File: src/rtl/cpu_pkg.sv
// Shared CPU definitions: opcode encoding, alu_op field layout and the
// decode helper used by the operand stage.
package cpu_pkg;

    typedef enum logic [3:0] {
        OP_ADD    = 4'h0,
        OP_SUB    = 4'h1,
        OP_RED    = 4'h2,
        OP_XOR    = 4'h3,
        OP_SLL    = 4'h4,
        OP_SRA    = 4'h5,
        OP_ROR    = 4'h6,
        OP_PADDSB = 4'h7,
        OP_LW     = 4'h8,
        OP_SW     = 4'h9,
        OP_LHB    = 4'hA,
        OP_LLB    = 4'hB,
        OP_B      = 4'hC,
        OP_BR     = 4'hD,
        OP_PCS    = 4'hE,
        OP_HLT    = 4'hF
    } opcode_t;

    // alu_op = {out_sel[1:0], sat, red, sub, shiftop[1:0]}
    localparam int ALU_OP_W    = 7;
    localparam int OUT_SEL_LSB = 5;
    localparam int SAT_BIT     = 4;
    localparam int RED_BIT     = 3;
    localparam int SUB_BIT     = 2;
    localparam int SHIFT_LSB   = 0;

    localparam logic [1:0] OUT_SEL_ARITH = 2'b00;
    localparam logic [1:0] OUT_SEL_XOR   = 2'b01;
    localparam logic [1:0] OUT_SEL_SHIFT = 2'b10;

    typedef enum logic {
        ST_RUN  = 1'b0,
        ST_HALT = 1'b1
    } halt_state_t;

    function automatic logic [ALU_OP_W-1:0] decode_alu_op(input opcode_t op,
                                                          input logic [1:0] shiftop);
        logic [ALU_OP_W-1:0] f;
        f = '0;
        f[OUT_SEL_LSB +: 2] = OUT_SEL_ARITH;
        f[SHIFT_LSB +: 2]   = shiftop;
        case (op)
            OP_XOR:                 f[OUT_SEL_LSB +: 2] = OUT_SEL_XOR;
            OP_SLL, OP_SRA, OP_ROR: f[OUT_SEL_LSB +: 2] = OUT_SEL_SHIFT;
            OP_PADDSB:              f[SAT_BIT] = 1'b1;
            OP_RED:                 f[RED_BIT] = 1'b1;
            OP_SUB:                 f[SUB_BIT] = 1'b1;
            default:                ;
        endcase
        return f;
    endfunction

endpackage

File: src/rtl/fwd_mux.sv
// Forwarding mux for one operand: lowest set select bit wins, falls back to
// register-file data, and flags a select vector with more than one bit set.
module fwd_mux #(
    parameter int DW   = 16,
    parameter int NFWD = 2
) (
    input  logic [NFWD*DW-1:0] fwd_data,
    input  logic [NFWD-1:0]    fwd_sel,
    input  logic [DW-1:0]      reg_data,
    output logic [DW-1:0]      data_out,
    output logic               multi_sel
);

    // Scan from the top so the lowest index is applied last and wins.
    always_comb begin
        data_out = reg_data;
        for (int k = NFWD - 1; k >= 0; k--) begin
            if (fwd_sel[k]) begin
                data_out = fwd_data[k*DW +: DW];
            end
        end
    end

    assign multi_sel = (fwd_sel & (fwd_sel - NFWD'(1))) != '0;

endmodule

File: src/rtl/ex_operand_stage.sv
// Execute-stage operand register: forwards, forms ALU operands per opcode and
// holds them behind a valid/ready handshake, with halt tracking and stall count.
module ex_operand_stage
    import cpu_pkg::*;
#(
    parameter int DW   = 16,
    parameter int NFWD = 2,
    parameter int CW   = 8
) (
    input  logic                clk,
    input  logic                rst,
    input  logic                id_valid,
    output logic                id_ready,
    input  logic [15:0]         instr,
    input  logic [DW-1:0]       reg_data1,
    input  logic [DW-1:0]       reg_data2,
    input  logic [DW-1:0]       pcs,
    input  logic [NFWD*DW-1:0]  fwd_data,
    input  logic [NFWD-1:0]     fwd_sel_a,
    input  logic [NFWD-1:0]     fwd_sel_b,
    input  logic                flush,
    input  logic                ex_ready,
    output logic                ex_valid,
    output logic [DW-1:0]       alu_a,
    output logic [DW-1:0]       alu_b,
    output logic [ALU_OP_W-1:0] alu_op,
    output logic                halted,
    output logic [CW-1:0]       stall_cnt,
    output logic                fwd_err
);

    logic [DW-1:0]       raw_a;
    logic [DW-1:0]       raw_b;
    logic                multi_a;
    logic                multi_b;
    logic [DW-1:0]       next_a;
    logic [DW-1:0]       next_b;
    logic [ALU_OP_W-1:0] next_op;
    logic                load;
    opcode_t             opcode;
    halt_state_t         state_q;
    halt_state_t         state_d;
    logic                unused_instr_bits;

    assign opcode            = opcode_t'(instr[15:12]);
    assign unused_instr_bits = ^instr[11:8];

    fwd_mux #(.DW(DW), .NFWD(NFWD)) u_fwd_a (
        .fwd_data  (fwd_data),
        .fwd_sel   (fwd_sel_a),
        .reg_data  (reg_data1),
        .data_out  (raw_a),
        .multi_sel (multi_a)
    );

    fwd_mux #(.DW(DW), .NFWD(NFWD)) u_fwd_b (
        .fwd_data  (fwd_data),
        .fwd_sel   (fwd_sel_b),
        .reg_data  (reg_data2),
        .data_out  (raw_b),
        .multi_sel (multi_b)
    );

    assign halted   = (state_q == ST_HALT);
    assign id_ready = !halted && (!ex_valid || ex_ready);
    assign load     = id_valid && id_ready && !flush;

    always_comb begin
        next_a  = raw_a;
        next_b  = raw_b;
        next_op = decode_alu_op(opcode, instr[1:0]);
        case (opcode)
            OP_SUB:                 next_b = ~raw_b;
            OP_SLL, OP_SRA, OP_ROR: next_b = DW'(instr[3:0]);
            OP_LW, OP_SW:           next_b = DW'($signed({instr[3:0], 1'b0}));
            OP_LLB: begin
                next_a = raw_a & ~DW'(16'h00FF);
                next_b = DW'(instr[7:0]);
            end
            OP_LHB: begin
                next_a = raw_a & ~DW'(16'hFF00);
                next_b = DW'({instr[7:0], 8'h00});
            end
            OP_PCS: begin
                next_a = '0;
                next_b = pcs;
            end
            OP_B, OP_BR, OP_HLT: begin
                next_a = '0;
                next_b = '0;
            end
            default: ;
        endcase
    end

    always_ff @(posedge clk or posedge rst) begin
        if (rst) begin
            state_q <= ST_RUN;
        end else begin
            state_q <= state_d;
        end
    end

    // Once halted, only a flush (or reset) lets instructions in again.
    always_comb begin
        state_d = state_q;
        case (state_q)
            ST_RUN:  if (load && opcode == OP_HLT) state_d = ST_HALT;
            ST_HALT: if (flush) state_d = ST_RUN;
            default: state_d = ST_RUN;
        endcase
    end

    always_ff @(posedge clk or posedge rst) begin
        if (rst) begin
            ex_valid  <= 1'b0;
            alu_a     <= '0;
            alu_b     <= '0;
            alu_op    <= '0;
            stall_cnt <= '0;
            fwd_err   <= 1'b0;
        end else begin
            if (flush) begin
                ex_valid <= 1'b0;
            end else if (load) begin
                ex_valid <= 1'b1;
            end else if (ex_ready) begin
                ex_valid <= 1'b0;
            end
            if (load) begin
                alu_a  <= next_a;
                alu_b  <= next_b;
                alu_op <= next_op;
            end
            if (load && (multi_a || multi_b)) begin
                fwd_err <= 1'b1;
            end
            if (ex_valid && !ex_ready && stall_cnt != '1) begin
                stall_cnt <= stall_cnt + CW'(1);
            end
        end
    end

endmodule

File: config.mk
export PLATFORM = sky130hd
export DESIGN_NAME = ex_operand_stage
export DESIGN_NICKNAME = d
export VERILOG_FILES = /design/src/rtl/cpu_pkg.sv /design/src/rtl/fwd_mux.sv /design/src/rtl/ex_operand_stage.sv
export SDC_FILE = /design/constraint.sdc
export NUM_CORES = 1
export LEC_CHECK = 0
export BUFFER_PORTS_ARGS = -buffer_cell sky130_fd_sc_hd__buf_4
export CORE_ASPECT_RATIO = 1.25
export CORE_MARGIN = 2
export CORE_UTILIZATION = 50
export CTS_CLUSTER_DIAMETER = 150
export CTS_CLUSTER_SIZE = 28
export DETAILED_ROUTE_END_ITERATION = 10
export PLACE_DENSITY = 0.86
export SLEW_MARGIN = 20
export SYNTH_ARGS = -nofsm -noshare
export SYNTH_HDL_FRONTEND = slang
export SYNTH_SLANG_ARGS = --single-unit
File: constraint.sdc
create_clock -name clk -period 2.95 [get_ports clk]
set_input_delay 0.1475 -clock clk [delete_from_list [all_inputs] [get_ports clk]]
set_output_delay 0.1475 -clock clk [all_outputs]
set_load 0.02 [all_outputs]
==> impl_metrics.csv, run 1 <==
group,metric,value,unit
global_route,track_usage,27.6,%
worst_setup_path,critPathLaunchType,"flip-flop",
cts,cts_tree,"built",
timing,slew_headroom,36.5,%
worst_setup_path,path_depth,4,
route,postRouteAntennaNets,0,
cts,post_cts_resized,0,
cts,cts-root-buf,"clkbuf_8",
place,preCtsSetupSlack,928,ps
yosys,synth_edf_count,0,
worst_setup_path,crit_end,"alu_b[14]$_DFFE_PP0P_",
timing,hold_slack,-13.6,ps
floorplanning,start_util,51.2,%
floorplanning,fp.dieArea,6880,µm²
timing,fmax,0.496,GHz
outcome,status,"complete, but fails checks",
worst_setup_path,rr_worst_depth,4,
cts,post-cts-setup-buffer-count,0,
cells_and_area,final_area,4350,µm²
timing,fin_ws,933,ps
cts,cts_hold_buf,0,
yosys,synthCells,350,
timing,rsz0062_at_grt,"no",
worst_setup_path,timing.rr.end,"alu_b[14]$_DFFE_PP0P_",
floorplanning,core_area,6090,µm²
cells_and_area,final_util,71.5,%
yosys,synthFlopType,"dfrtp_1",
worst_setup_path,crit_type,"flip-flop to flip-flop",
power_and_ir_drop,p_leak,2.16,nW
yosys,ys_types,37,
floorplanning,die_h,92.3,µm
job,drv_cap,0,
route,totalWireLength,9660,µm
cells_and_area,regArea,1250,µm²
place,placed_area,4240,µm²
cells_and_area,fill_cells,515,
route,drt-vias-per-instance,5.64,
cts,cts.sink_count,50,
timing,period_minus_slack,2020,ps
yosys,syn_area,3120,µm²
place,place.gp.congestion,0.816,
min_path,hold_class,"input pin to asynchronous set/reset pin",
global_route,first_global_vias,3126,
timing,worst_pin_slew,953,ps
cells_and_area,drive_gt1_share,34.8,%
global_route,gr-total-overflow,0,
worst_setup_path,cp-startpoint,"ex_valid$_DFFE_PP0P_",
cts,cts_buffers,5,
route,drc_errors,0,
timing,hold_viol_final,16,
power_and_ir_drop,ir_worst_vdd,0.000625,V
global_route,grt_pass1_wl,14600,µm
yosys,avgSynthCellArea,8.90,µm²
cells_and_area,fin_nets,590,
global_route,grt_max_degree,51,
timing,fin_skew,6.66,ps
worst_setup_path,cp_top_family,"simple AND/OR/NAND/NOR gates",
worst_setup_path,ff2ff_setup_slack,930,ps
worst_setup_path,r2r-start,"ex_valid$_DFFE_PP0P_",
place,post-dp-hpwl,7570,µm
place,io_buffers,151,
outcome,violations,"hold timing",
global_route,antenna_found_initial,0,
timing,min_period_over_period,68.4,%
worst_setup_path,critPathBufInv,0,
cells_and_area,multi_input_area,1730,µm²
worst_setup_path,cp_max_fo,12,
timing,maxSlewViolCount,0,
route,firstDrtPassIters,4,
worst_setup_path,arrival,2220,ps
worst_setup_path,end_kind,"flip-flop",
cts,h-tree-depth,2,
floorplanning,placementRows,32,
route,wire_per_inst,16.9,µm
timing,finalSetupViolations,0,
cts,cts_buffer_depth,2,
worst_setup_path,crit_required,3150,ps
route,initialDrtViolationCount,181,
timing,setup_tns,0,ps
yosys,yosysSeqAreaShare,40.2,%
floorplanning,die_w,74.6,µm
cells_and_area,diodes,0,
yosys,ys_ff_latch,50,
yosys,synth_warnings,0,
worst_setup_path,worstPathCellList,"nor2b_1 > nor3_2 > nand2_1 > o32a_1",
route,vias,3216,
yosys,synthArstFlopShare,100,%
power_and_ir_drop,power_density,500,nW/µm²
cts,clk_latency,310,ps
yosys,syn_nets,456,
floorplanning,ios,156,
worst_setup_path,slowest_stage,"nor3_2",
worst_setup_path,cp_slowest_stage_delay,460,ps
cts,path_clk_slew,100,ps
cells_and_area,synthToLayoutAreaGrowth,39.6,%
## metal layers
metal  global-route usage (%)  vias up  part of all wire [%]
li1                         -     1506                     -
met1                     33.5     1526                    38
met2                     46.6      160                    51
met3                     5.27       24                   8.3
met4                     12.2        0                   3.3
met5                        0        -                     0
## sequential cells by signal, summed over array words and instances, names as in the netlist
register,count
halted,1
alu_b,16
alu_a,16
ex_valid,1
fwd_err,1
stall_cnt,8
alu_op,7
## cell families after synthesis
logic type	Yosys count	synth area share [%]
simple gates	121	16.9
flops	50	40.2
fa+ha+maj	1	0.402
mux	53	17.6
xor+xnor	7	1.97
buf+inv	27	4.34
compound gates	91	18.6
## placed cells by master, fill, tap and decap left out
master and count:
a21oi_1 24, a221oi_1 3, a222oi_1 1, a22o_1 1, a22oi_1 5, a31oi_1 1, a32o_1 2, a41oi_1 1
a41oi_2 1, and2_1 2, and3_1 4, buf_4 152, bufinv_16 1, clkbuf_8 5, clkinv_2 2, dfrtp_1 50
ha_1 1, inv_1 1, inv_6 1, mux2_2 2, mux2_4 3, mux2i_1 48, nand2_1 58, nand2b_1 3
nand3_1 2, nand4_1 1, nand4b_1 1, nor2_1 38, nor2b_1 8, nor2b_4 1, nor3_2 1, o21ai_0 38
o21bai_1 1, o31ai_1 1, o32a_1 12, or3_1 2, xnor2_1 6, xor2_1 1
## power breakdown
| group | internal (mW) | switching [mW] | total [mW] | leakage, nW |
|---|---|---|---|---|
| Sequential | 0.803 | 0.0894 | 0.892 | 0.623 |
| Combinational | 0.375 | 0.417 | 0.792 | 1.48 |
| Clock | 0.254 | 0.237 | 0.491 | 0.0585 |
## worst register-to-register path, stage by stage, from the launching register on
cell	delay, ps
dfrtp_1	410
nor2b_1	180
nor3_2	460
nand2_1	410
o32a_1	450
## cell type report
cell class / count / share of cell area (%)
Clock buffer: 5 / 1.58
Multi-Input combinational cell: 273 / 39.8
Timing Repair Buffer: 152 / 26.2
Tap cell: 85 / 2.45
Sequential cell: 50 / 28.8
Inverter: 2 / 0.201
Clock inverter: 3 / 1.01
## metrics by stage
step	cells	power [mW]
finish	570	2.18
global route	570	2.29
detailed placement	562	1.70
floorplan	350	1.32
CTS	570	2.19
global placement	562	1.68
## synth_stat cells, types with 2 or more instances
cell type | n | area (µm²)
a21oi_1 | 24 | 120
a22oi_1 | 5 | 37.5
o32a_1 | 12 | 120
nor2b_1 | 8 | 50.1
a32o_1 | 2 | 20.0
and3_1 | 4 | 25.0
dfrtp_1 | 50 | 1250
a221oi_1 | 3 | 26.3
buf_2 | 3 | 15.0
nand2b_1 | 3 | 18.8
nand2_1 | 58 | 218
mux2i_1 | 48 | 480
or3_1 | 2 | 12.5
buf_6 | 3 | 33.8
nand3_1 | 2 | 10.0
nor2_1 | 38 | 143
inv_1 | 2 | 7.51
xnor2_1 | 6 | 52.6
mux2_4 | 3 | 45.0
buf_4 | 2 | 15.0
mux2_2 | 2 | 22.5
clkbuf_1 | 17 | 63.8
o21ai_0 | 38 | 190
and2_1 | 2 | 12.5
## worst min path at each step
stage	start	endpoint
finish	rst	alu_a[1]$_DFFE_PP0P_
global route	flush	halted$_DFF_PP0_
CTS	flush	halted$_DFF_PP0_
detailed placement	flush	halted$_DFF_PP0_
global placement	flush	halted$_DFF_PP0_
floorplan	flush	ex_valid$_DFFE_PP0P_
Note: power is estimated with default switching activity, not from simulation.
==> run 2, diff against run 1 <==
--- a/config.mk
+++ b/config.mk
@@ -8,11 +8,11 @@
 export BUFFER_PORTS_ARGS = -buffer_cell sky130_fd_sc_hd__buf_4
 export CORE_ASPECT_RATIO = 1.25
 export CORE_MARGIN = 2
-export CORE_UTILIZATION = 50
+export CORE_UTILIZATION = 42
 export CTS_CLUSTER_DIAMETER = 150
 export CTS_CLUSTER_SIZE = 28
 export DETAILED_ROUTE_END_ITERATION = 10
-export PLACE_DENSITY = 0.86
+export PLACE_DENSITY = 0.77
 export SLEW_MARGIN = 20
 export SYNTH_ARGS = -nofsm -noshare
 export SYNTH_HDL_FRONTEND = slang
==> constraint.sdc (replaced) <==
create_clock -name clk -period 1.7 [get_ports clk]
set_input_delay 0.085 -clock clk [delete_from_list [all_inputs] [get_ports clk]]
set_output_delay 0.085 -clock clk [all_outputs]
set_load 0.02 [all_outputs]
==> run 2 against run 1 <==
Effect of this change: clock skew increased by 2.0 ps; setup slack got worse by 870 ps; worst hold slack improved by 35 ps; first-iteration DRC count decreased by 25%; the run now ends clean; critical path depth unchanged; die area increased by 18%; critical endpoint is now alu_b[10]$_DFFE_PP0P_.
==> impl_metrics.csv, run 2 (synthesized netlist as in run 1, its figures left out) <==
group,metric,value,unit
floorplanning,die_w,81.0,µm
worst_setup_path,crit_required,1890,ps
worst_setup_path,cp_max_fo,12,
cts,clk_latency,300,ps
place,place.gp.congestion,0.907,
cells_and_area,fin_nets,600,
timing,fin_skew,8.70,ps
power_and_ir_drop,p_leak,2.19,nW
power_and_ir_drop,finalPower,3.64,mW
power_and_ir_drop,ir_worst_vdd,0.000382,V
floorplanning,placementRows,35,
timing,setup_tns,0,ps
route,totalWireLength,9580,µm
cts,cts.sink_count,50,
timing,worst_pin_slew,479,ps
timing,period_minus_slack,1640,ps
cells_and_area,fill_cells,649,
timing,rsz0062_at_grt,"yes",
cells_and_area,final_common_cell,"buf_4",
timing,hold_viol_final,0,
worst_setup_path,arrival,1830,ps
min_path,hold_class,"input pin to flip-flop",
cts,cts_buffer_depth,2,
global_route,gr-total-overflow,0,
global_route,antenna_found_initial,0,
cells_and_area,reg.largest.list,"alu_a (16), alu_b (16), stall_cnt (8)",
cells_and_area,synthToLayoutAreaGrowth,42.5,%
timing,maxSlewViolCount,0,
route,initialDrtViolationCount,136,
cts,cts_tree,"built",
floorplanning,fp.dieArea,8130,µm²
cells_and_area,final_util,61.1,%
cells_and_area,final_cell_mix,"buf_4 (158), nand2_1 (55), dfrtp_1 (50), mux2i_1 (48), nor2_1 (38)",
cells_and_area,drive_gt1_share,36.0,%
place,io_buffers,151,
global_route,grt_max_degree,34,
timing,fmax,0.611,GHz
cts,h-tree-depth,2,
floorplanning,start_util,42.9,%
floorplanning,ios,156,
global_route,grt_pass1_wl,14600,µm
route,vias,3134,
worst_setup_path,crit_type,"flip-flop to flip-flop",
route,firstDrtPassIters,4,
global_route,first_global_vias,3065,
power_and_ir_drop,power_density,821,nW/µm²
timing,slew_headroom,68.0,%
cts,cts-root-buf,"clkbuf_8",
global_route,track_usage,23.4,%
worst_setup_path,critPathLaunchType,"flip-flop",
route,wire_per_inst,16.4,µm
floorplanning,core_area,7270,µm²
cts,path_clk_slew,90,ps
outcome,status,"finished clean",
cts,cts_buffers,5,
timing,min_period_over_period,96.2,%
worst_setup_path,end_kind,"flip-flop",
cells_and_area,diodes,0,
timing,finalSetupViolations,0,
route,postRouteAntennaNets,0,
job,drv_cap,0,
route,drt-vias-per-instance,5.35,
place,post-dp-hpwl,7660,µm
route,drc_errors,0,
floorplanning,die_h,100,µm
## run 2: cell count changes in the layout (fill, tap and decap cells not counted), sizes merged
cell         before  now
clkinv            2    0
clkbuf            5    6
bufinv            1    0
dlygate4sd3       0    2
buf             152  160
clkinvlp          0    1
## run 2: power by group
group          internal, mW  switching, mW  total [mW]  leakage [nW]
combinational         0.686          0.740        1.43          1.53
sequential             1.39          0.149        1.54         0.623
clock                 0.283          0.392       0.675        0.0373
## run 2: through the flow
| step | cell area [µm²] | hold slack [ps] | setup slack, ps | instances |
|---|---|---|---|---|
| floorplan | 3130 | 148 | 3.14 | 350 |
| CTS | 4430 | 15.3 | 20.0 | 586 |
| detailed placement | 4330 | 143 | 11.3 | 577 |
| finish | 4440 | 21.1 | 64.2 | 586 |
| global placement | 4330 | 137 | 80.5 | 577 |
| global route | 4440 | 18.0 | -9.13 | 586 |
## run 2: worst max-delay path, stage by stage (launching register included)
cell and delay (ps):
dfrtp_1 400, nor2b_1 180, nor3_2 330, nand2_2 230, o32a_1 390
## run 2: final timing paths
check | start | end | slack (ps) | cells past startpoint
min reg2reg | fwd_err$_DFFE_PP0P_ | fwd_err$_DFFE_PP0P_ | 490 | 1
min | instr[0] | alu_op[0]$_DFFE_PP0P_ | 20 | 3
max | ex_valid$_DFFE_PP0P_ | alu_b[10]$_DFFE_PP0P_ | 60 | 4
max in group asynchronous | rst | alu_a[6]$_DFFE_PP0P_ | 800 | 4
min in group asynchronous | rst | stall_cnt[2]$_DFFE_PP0P_ | 360 | 3
max reg2reg | ex_valid$_DFFE_PP0P_ | alu_b[10]$_DFFE_PP0P_ | 60 | 4
## run 2: repair_timing
item                                   CTS  global route
hold buffers                             2             0
endpoints found under the hold margin   22             0
buffers inserted                         0             0
pin swaps                                0             2
gates resized for setup                  1             4
setup endpoints to repair                2            25
## run 2: area by class of cell
type | instances | area [µm²] | area share (%)
clock buffers | 6 | 72.6 | 1.63
clock inverters | 1 | 7.51 | 0.169
flip-flops and latches | 50 | 1250 | 28.2
multi-input cells | 273 | 1750 | 39.4
well taps | 92 | 115 | 2.59
inverters | 2 | 7.51 | 0.169
repair buffers | 162 | 1240 | 27.9
## run 2: layer usage
metal  part of all wire, %  wire (µm)  GRT usage [%]  vias up
met3                   8.3        795           4.59       12
li1                      -          -              -     1527
met1                    40       3800           28.5     1449
met5                     0          0              0        -
met2                    50       4830           41.4      146
met4                   1.6        154           6.52        0
